## src/rtl/boolean_pkg.sv

```systemverilog
// boolean_pkg: shared constants for the boolean_pipe slice.
//   WIDTH_DEFAULT  default operand/result width
//   ALUFN_*        truth-table codes; result bit = alufn[{b_bit, a_bit}]
package boolean_pkg;

   localparam int WIDTH_DEFAULT = 32;

   localparam logic [3:0] ALUFN_AND = 4'b1000;
   localparam logic [3:0] ALUFN_OR  = 4'b1110;
   localparam logic [3:0] ALUFN_XOR = 4'b0110;
   localparam logic [3:0] ALUFN_A   = 4'b1010;
   localparam logic [3:0] ALUFN_B   = 4'b1100;

endpackage

```

## src/rtl/boolean_pipe_stage.sv

```systemverilog
// boolean_pipe_stage: generic valid/ready register slice.
//   clk, rst              clock, async active-high reset
//   in_valid / in_ready   upstream handshake
//   in_data [DW]          upstream payload
//   out_valid / out_ready downstream handshake
//   out_data [DW]         registered payload, cleared on reset
// in_ready looks through to out_ready so a full slice still accepts
// when it is emptying in the same cycle (no bubble at full rate).
module boolean_pipe_stage
   import boolean_pkg::*;
#(
   parameter int DW = 8
) (
   input  logic          clk,
   input  logic          rst,
   input  logic          in_valid,
   output logic          in_ready,
   input  logic [DW-1:0] in_data,
   output logic          out_valid,
   input  logic          out_ready,
   output logic [DW-1:0] out_data
);

   logic load;

   assign in_ready = !out_valid || out_ready;
   assign load     = in_valid && in_ready;

   always_ff @(posedge clk or posedge rst) begin
      if (rst) begin
         out_valid <= 1'b0;
         out_data  <= '0;
      end else begin
         if (load) begin
            out_valid <= 1'b1;
            out_data  <= in_data;
         end else if (out_ready) begin
            out_valid <= 1'b0;
         end
      end
   end

endmodule

```

## src/rtl/boolean_pipe.sv

```systemverilog
// boolean_pipe: two-stage bitwise boolean unit with valid/ready handshakes.
//   clk, rst                 clock, async active-high reset
//   in_valid/in_ready        operand handshake
//   in_alufn[4]              truth table, result bit = alufn[{b_bit, a_bit}]
//   in_chain                 use previous result in place of in_a
//   in_a, in_b [WIDTH]       operands
//   out_valid/out_ready      result handshake
//   out_result [WIDTH]       result
//   out_zero, out_ones       result==0 / result all ones (only when
//                            BOOLEAN_PIPE_FLAGS_EN is defined)
// S1 holds the raw operands; the boolean op is evaluated on the S1->S2
// transfer, so acc (last computed result) is always the result of the
// transaction accepted just before the one in S1.
module boolean_pipe
   import boolean_pkg::*;
#(
   parameter int WIDTH = WIDTH_DEFAULT
) (
   input  logic             clk,
   input  logic             rst,
   input  logic             in_valid,
   output logic             in_ready,
   input  logic [3:0]       in_alufn,
   input  logic             in_chain,
   input  logic [WIDTH-1:0] in_a,
   input  logic [WIDTH-1:0] in_b,
   output logic             out_valid,
   input  logic             out_ready,
`ifdef BOOLEAN_PIPE_FLAGS_EN
   output logic             out_zero,
   output logic             out_ones,
`endif
   output logic [WIDTH-1:0] out_result
);

   localparam int S1W = 4 + 1 + 2*WIDTH;
`ifdef BOOLEAN_PIPE_FLAGS_EN
   localparam int S2W = WIDTH + 2;
`else
   localparam int S2W = WIDTH;
`endif

   logic             s1_valid;
   logic [S1W-1:0]   s1_data;
   logic             s2_in_ready;
   logic             s2_load;
   logic [S2W-1:0]   s2_in;
   logic [S2W-1:0]   s2_data;

   logic [3:0]       s1_alufn;
   logic             s1_chain;
   logic [WIDTH-1:0] s1_a;
   logic [WIDTH-1:0] s1_b;
   logic [WIDTH-1:0] a_eff;
   logic [WIDTH-1:0] result;
   logic [WIDTH-1:0] acc;

   boolean_pipe_stage #(.DW(S1W)) u_s1 (
      .clk       (clk),
      .rst       (rst),
      .in_valid  (in_valid),
      .in_ready  (in_ready),
      .in_data   ({in_alufn, in_chain, in_a, in_b}),
      .out_valid (s1_valid),
      .out_ready (s2_in_ready),
      .out_data  (s1_data)
   );

   assign s1_alufn = s1_data[S1W-1 -: 4];
   assign s1_chain = s1_data[2*WIDTH];
   assign s1_a     = s1_data[2*WIDTH-1 -: WIDTH];
   assign s1_b     = s1_data[WIDTH-1:0];

   always_comb begin
      a_eff  = s1_chain ? acc : s1_a;
      result = '0;
      for (int i = 0; i < WIDTH; i++) begin
         result[i] = s1_alufn[{s1_b[i], a_eff[i]}];
      end
   end

`ifdef BOOLEAN_PIPE_FLAGS_EN
   assign s2_in = {(result == '0), (result == '1), result};
`else
   assign s2_in = result;
`endif

   boolean_pipe_stage #(.DW(S2W)) u_s2 (
      .clk       (clk),
      .rst       (rst),
      .in_valid  (s1_valid),
      .in_ready  (s2_in_ready),
      .in_data   (s2_in),
      .out_valid (out_valid),
      .out_ready (out_ready),
      .out_data  (s2_data)
   );

   assign s2_load = s1_valid && s2_in_ready;

   // acc follows acceptance order, not retirement, so a chained op still
   // sees its predecessor's result after that result has left S2.
   always_ff @(posedge clk or posedge rst) begin
      if (rst) begin
         acc <= '0;
      end else if (s2_load) begin
         acc <= result;
      end
   end

   assign out_result = s2_data[WIDTH-1:0];
`ifdef BOOLEAN_PIPE_FLAGS_EN
   assign out_zero = s2_data[WIDTH+1];
   assign out_ones = s2_data[WIDTH];
`endif

endmodule

```

## config.mk

```make
export PLATFORM = sky130hd
export DESIGN_NAME = boolean_pipe
export DESIGN_NICKNAME = d
export VERILOG_FILES = /design/src/rtl/boolean_pkg.sv /design/src/rtl/boolean_pipe_stage.sv /design/src/rtl/boolean_pipe.sv
export SDC_FILE = /design/constraint.sdc
export NUM_CORES = 1
export LEC_CHECK = 0
export ABC_AREA = 1
export ABC_CLOCK_PERIOD_IN_PS = 7380
export BUFFER_PORTS_ARGS = -buffer_cell sky130_fd_sc_hd__clkbuf_2
export CORE_MARGIN = 3
export CORE_UTILIZATION = 31
export CTS_CLUSTER_SIZE = 10
export DETAILED_ROUTE_END_ITERATION = 10
export SLEW_MARGIN = 10
export SYNTH_ARGS = -nofsm -noshare
export SYNTH_HDL_FRONTEND = slang
export SYNTH_SLANG_ARGS = --single-unit
```

## constraint.sdc

```tcl
create_clock -name clk -period 7.38 [get_ports clk]
set_input_delay 0.369 -clock clk [delete_from_list [all_inputs] [get_ports clk]]
set_output_delay 0.369 -clock clk [all_outputs]
set_load 0.005 [all_outputs]
```

==> results of run 1 <==
path summary, 6_finish.rpt:
| check | startpoint | to |
|---|---|---|
| hold reg to reg | u_s1.out_data[66] | u_s1.out_data[66] |
| hold / removal | rst | u_s1.out_data[18] |
| min in group clk | in_b[10] | u_s1.out_data[10] |
| setup / recovery | u_s2.out_valid | u_s2.out_data[12] |
| max in group asynchronous | rst | u_s1.out_data[64] |
| setup reg to reg | u_s2.out_valid | u_s2.out_data[12] |
layout make-up:
| class | count | area share, % |
|---|---|---|
| repair buffers | 114 | 8.86 |
| well taps | 229 | 4.30 |
| multi-input cells | 592 | 38.5 |
| clock buffers | 10 | 3.43 |
| clock inverters | 4 | 0.375 |
| flip-flops and latches | 103 | 38.7 |
| inverters | 104 | 5.89 |
logic make-up (layout without fill, tap and decap cells):
family          Yosys count  count (layout)
flops                   103             103
simple gates            523             523
compound gates           69              69
buf+inv                 151             232
metal layers:
layer  global-route usage (%)  vias up
met3                     3.85       12
li1                         -     2826
met5                        0        -
met1                     20.6     2589
met4                     3.70        0
met2                     27.6      172
cells in the mapped netlist, drive strengths merged:
| cell | instances |
|---|---|
| dfrtp | 103 |
| clkbuf | 3 |
| buf | 44 |
| inv | 104 |
| nand2 | 261 |
| nand3 | 193 |
| nor2 | 69 |
| a21oi | 69 |
flip-flops by register name, summed over array words and instances (netlist names):
name / count
u_s1.out_valid: 1
u_s1.out_data: 69
u_s2.out_data: 32
u_s2.out_valid: 1
where the power goes:
| group | switching, W | internal (W) | total, W |
|---|---|---|---|
| sequential | 0.000123 | 0.000698 | 0.000821 |
| combinational | 0.000442 | 0.000267 | 0.000709 |
| clock | 0.000215 | 0.000224 | 0.000439 |
through the flow:
| step | power [W] | util [%] | cell area [um^2] | std cells |
|---|---|---|---|---|
| 5_1_grt | 0.00214 | 36.6 | 6670 | 1156 |
| 3_5_place_dp | 0.00154 | 35.2 | 6410 | 1142 |
| 2_1_floorplan | 0.00131 | - | 5810 | 846 |
| 6_report | 0.00197 | 36.6 | 6670 | 1156 |
| 4_1_cts | 0.00199 | 36.6 | 6670 | 1156 |
| 3_3_place_gp | 0.00153 | 35.2 | 6410 | 1142 |
==> reports/summary.txt, run 1 <==
TNS Setup = 0 ns
final worst slack = 4.80 ns
Fmax = 0.388 GHz
Critical path buffers and inverters = 2
Slew Viols, Final = 0
cell mode on critical path = nand2_1
worst slack at placement = 5.03 ns
Routed met2 length = 7560 um
Congestion Overflow GR = 0
critical path capture point type = register
CTS Root Buffer Type = clkbuf_16
Die Footprint = 0.0204 mm^2
Hold Violations, Final = 0
vias in the first global route = 5,347
Die Y = 143 um
clk sinks = 103
Setup-failing EPs final = 0
Clock Path Buffers = 2
Slew Limit Headroom = 20.1%
Reg area = 0.00258 mm^2
initial antenna violation count = 0
wire length on met1 = 7410 um
Syn Inst Count = 846
slowest cell on the critical path = clkinv_1
Final Critical Period = 2.58 ns
WL per Instance = 13.9 um
share of layout cells above drive strength 1 = 14.3%
ANT nets after route = 0
Compound-Gate Fraction of Synth Area = 5.94%
commonest cells after routing, fill and taps aside = nand2_1, nand3_1, clkbuf_2, dfrtp_1, inv_1
Hold Path Class = in2async
CTS tree = yes
# nets final = 997
R2R depth = 6
Synth Area in Adders = 0%
io pins = 107
syn nets = 919
CP max FO = 34
Setup crit start kind = register
Resized Gates After CTS = 0
Post-Synth Simple-Gate Area = 38.0%
Area Growth Syn to Fin = 14.7%
Top Metal Used = met4
CP Cell Sequence = nand2_1, nand2_2, buf_4, clkinv_1, nand2_1, nand2_1
Netlist cell types = 14
core area = 0.0182 mm^2
multi-input logic area = 0.00256 mm^2
post-synthesis mux area share = 0%
R2R Setup Slk = 4.80 ns
gp weighted congestion = 0.758
slowest cell delay on critical path = 1.06 ns
total CTS buffers = 9
commonest non-fill, non-tap cell in the layout = nand2_1
P_leak = 3.66 nW
Synth Cell Area = 0.00581 mm^2
Skew-Pair Late Insertion Delay = 0.36 ns
Tightest Pin Transition = 1.19 ns
Critical Path RT = 7.62 ns
P per Cell Area = 295 mW/mm^2
H-tree levels = 3
status = finished, final reports clean
synthesized flop and latch total = 103
period utilisation layout = 34.9%
Seq/Total Area, Yosys = 44.3%
Synth Area per Inst = 6.87 um^2
Reg clk slew, reported paths = 0.07 ns
Rows = 49
DP Wirelength = 10,100 um
hold_buf cts = 0
largest family of logic cells by synthesized area = simple AND/OR/NAND/NOR gates
Via Count = 5,599
PortBufs = 106
wire length on met3 = 925 um
final wirelength = 16,000 um
Ys Warns = 0
n_diodes = 0
largest area contributor in the netlist = dfrtp_1
Total GRT Usage = 16.1%
Layout fillers = 1,937
final setup skew = 0.0102 ns
TritonRoute pass-1 iters = 7
Post-route DRC = 0
initial core utilization = 31.9%
top cell type's share of synthesized area = 44.3%
WS Path Type = reg2reg
XOR/XNOR Fraction of Synth Area = 0%
Vias/cell = 4.84
first-pass GRT wire length = 26,100 um
WP depth = 6
RSZ-0062 raised after global routing = false
final hold slack = 0.0725 ns
arrival time at the worst endpoint = 2.82 ns
# Post-CTS Setup Buffers = 0
Die Span X = 143 um
initial DRC count = 356
family with the most delay on the worst path = buffers and inverters
Max-Cap Viols = 0
maximum vdd drop = 123 uV
largest net degree at the start of global routing = 73
synth top area cells = dfrtp_1, nand2_1, nand3_1
(Power assumes the default switching activity.)
==> run 2, diff against run 1 <==
--- a/config.mk
+++ b/config.mk
@@ -6,7 +6,7 @@
 export NUM_CORES = 1
 export LEC_CHECK = 0
 export ABC_AREA = 1
-export ABC_CLOCK_PERIOD_IN_PS = 7380
+export ABC_CLOCK_PERIOD_IN_PS = 2700
 export BUFFER_PORTS_ARGS = -buffer_cell sky130_fd_sc_hd__clkbuf_2
 export CORE_MARGIN = 3
 export CORE_UTILIZATION = 31
==> constraint.sdc (replaced) <==
create_clock -name clk -period 2.7 [get_ports clk]
set_input_delay 0.135 -clock clk [delete_from_list [all_inputs] [get_ports clk]]
set_output_delay 0.135 -clock clk [all_outputs]
set_load 0.005 [all_outputs]
==> reports/summary.txt, run 2 (synthesized netlist as in run 1, its figures left out) <==
commonest cells after routing, fill and taps aside = nand2_1, nand3_1, clkbuf_2, inv_1, dfrtp_1 (was nand2_1, nand3_1, clkbuf_2, dfrtp_1, inv_1)
P per Cell Area = 811 mW/mm^2 (was 295 mW/mm^2)
slowest cell delay on critical path = 0.41 ns (was 1.06 ns)
WS Path Type = reg2reg (unchanged)
Hold Path Class = in2reg (was in2async)
Routed met2 length = 7270 um (was 7560 um)
Die Footprint = 0.0204 mm^2 (unchanged)
Top Metal Used = met4 (unchanged)
Vias/cell = 4.83 (was 4.84)
largest net degree at the start of global routing = 65 (was 73)
wire length on met3 = 958 um (was 925 um)
final setup skew = 0.00962 ns (was 0.0102 ns)
Reg clk slew, reported paths = 0.08 ns (was 0.07 ns)
Clock Path Buffers = 2 (unchanged)
R2R Setup Slk = 1.11 ns (was 4.80 ns)
DP Wirelength = 10,100 um (about the same)
Layout fillers = 1,926 (was 1,937)
CP Cell Sequence = inv_2, buf_12, nand2_1, nand3_1, nand3_1, nand2_1, nand2_1, nand2_1 (was nand2_1, nand2_2, buf_4, clkinv_1, nand2_1, nand2_1)
CTS Root Buffer Type = clkbuf_16 (unchanged)
Resized Gates After CTS = 0 (unchanged)
hold_buf cts = 1 (was 0)
PortBufs = 106 (unchanged)
arrival time at the worst endpoint = 1.88 ns (was 2.82 ns)
WL per Instance = 13.7 um (was 13.9 um)
r2r endpoint = u_s2.out_data[11] (was u_s2.out_data[12])
TritonRoute pass-1 iters = 5 (was 7)
period utilisation layout = 58.8% (was 34.9%)
post-layout instance area = 0.00681 mm^2 (was 0.00667 mm^2)
Setup crit start kind = register (unchanged)
Final Critical Period = 1.59 ns (was 2.58 ns)
Rows = 49 (unchanged)
cell mode on critical path = nand2_1 (unchanged)
Skew-Pair Late Insertion Delay = 0.35 ns (was 0.36 ns)
commonest non-fill, non-tap cell in the layout = nand2_1 (unchanged)
CP max FO = 41 (was 34)
first-pass GRT wire length = 26,600 um (was 26,100 um)
Critical Path RT = 2.99 ns (was 7.62 ns)
slowest cell on the critical path = dfrtp_2 (was clkinv_1)
Setup-failing EPs final = 0 (unchanged)
max reg flops = 69 (unchanged)
Most flops, register = u_s1.out_data (unchanged)
io pins = 107 (unchanged)
Total GRT Usage = 16.3% (was 16.1%)
Area Growth Syn to Fin = 17.2% (was 14.7%)
Largest regs = u_s1.out_data (69), u_s2.out_data (32) (unchanged)
multi-input logic area = 0.00256 mm^2 (unchanged)
Via Count = 5,624 (was 5,599)
Reg area = 0.00258 mm^2 (unchanged)
maximum vdd drop = 397 uV (was 123 uV)
Fmax = 0.629 GHz (was 0.388 GHz)
core area = 0.0182 mm^2 (unchanged)
clk sinks = 103 (unchanged)
R2R depth = 8 (was 6)
Slew Limit Headroom = 52.8% (was 20.1%)
Congestion Overflow GR = 0 (unchanged)
family with the most delay on the worst path = buffers and inverters (unchanged)
n_diodes = 0 (unchanged)
Critical path buffers and inverters = 2 (unchanged)
Tightest Pin Transition = 0.707 ns (was 1.19 ns)
Post-route DRC = 0 (unchanged)
H-tree levels = 3 (unchanged)
share of layout cells above drive strength 1 = 15.0% (was 14.3%)
Clk network pwr share = 24.1% (was 22.3%)
Slew Viols, Final = 0 (unchanged)
gp weighted congestion = 0.742 (was 0.758)
RSZ-0062 raised after global routing = false (unchanged)
switch share = 38.7% (was 39.6%)
initial DRC count = 353 (was 356)
ANT nets after route = 0 (unchanged)
Worst Setup SP = u_s1.out_data[64] (was u_s2.out_valid)
Worst setup endpoint = u_s2.out_data[11] (was u_s2.out_data[12])
# nets final = 1,003 (was 997)
total CTS buffers = 9 (unchanged)
Max-Cap Viols = 0 (unchanged)
Hold Violations, Final = 0 (unchanged)
CTS tree = yes (unchanged)
Sw Pwr = 0.00214 W (was 0.000780 W)
initial core utilization = 31.9% (unchanged)
initial antenna violation count = 0 (unchanged)
final core occ = 37.4% (was 36.6%)
Comb pwr share = 35.4% (was 36.0%)
critical path capture point type = register (unchanged)
# Post-CTS Setup Buffers = 0 (unchanged)
WP depth = 8 (was 6)
Reg power frac = 40.6% (was 41.7%)
final wirelength = 15,900 um (was 16,000 um)
Cell Area, Placed = 0.00650 mm^2 (was 0.00641 mm^2)
status = finished, final reports clean (unchanged)
P_leak = 3.73 nW (was 3.66 nW)
Internal Power = 0.00338 W (was 0.00119 W)
TNS Setup = 0 ns (unchanged)
wire length on met1 = 7380 um (was 7410 um)
vias in the first global route = 5,369 (was 5,347)
reg2reg start = u_s1.out_data[64] (was u_s2.out_valid)
Die Span X = 143 um (unchanged)
Die Y = 143 um (unchanged)
[run 2: power groups by stage]
| stage | Combinational [W] | Sequential (W) | Clock (W) |
|---|---|---|---|
| final | 0.00195 | 0.00224 | 0.00133 |
| after global routing | 0.00229 | 0.00230 | 0.00144 |
| after CTS | 0.00199 | 0.00224 | 0.00138 |
| after detailed placement | 0.00198 | 0.00227 | 0 |
| after global placement | 0.00193 | 0.00227 | 0 |
| after floorplan | 0.00139 | 0.00220 | 0 |
[run 2: stage by stage]
step / std cells / setup WS, ns / power, W / hold slack (ns)
after CTS: 1164 / 1.11 / 0.00561 / 0.00806
after detailed placement: 1147 / 1.12 / 0.00424 / 0.274
after global routing: 1164 / 0.921 / 0.00604 / 0.0243
after global placement: 1147 / 1.15 / 0.00420 / 0.273
after floorplan: 846 / 1.33 / 0.00359 / 0.294
final: 1164 / 1.11 / 0.00552 / 0.0228
[run 2: worst min path at each step]
stage,end,cells after the start,startpoint
after floorplan,u_s1.out_data[0],2,in_b[0]
after global placement,u_s2.out_data[4],3,rst
after detailed placement,u_s2.out_data[4],3,rst
after CTS,u_s1.out_data[42],3,in_a[10]
after global routing,u_s1.out_data[15],3,in_b[15]
final,u_s1.out_data[67],3,in_alufn[2]
[run 2: worst register-to-register path: cells and delay by family, from the launching register on]
family,cells,cell delay (ns)
AND/OR/NAND/NOR,6,0.47
flip-flops,1,0.41
buffers and inverters,2,0.67
[run 2: layout make-up]
class / instances / share of cell area (%)
tap: 229 / 4.21
multi-input combinational: 592 / 37.6
clock inverter: 6 / 1.05
sequential: 103 / 37.9
inverter: 104 / 5.79
timing repair buffer: 120 / 10.1
clock buffer: 10 / 3.36
[run 2: layer usage]
layer | up-vias | track usage, %
met3 | 26 | 3.38
met5 | - | 0
met4 | 0 | 4.70
met2 | 160 | 26.5
li1 | 2844 | -
met1 | 2594 | 22.1
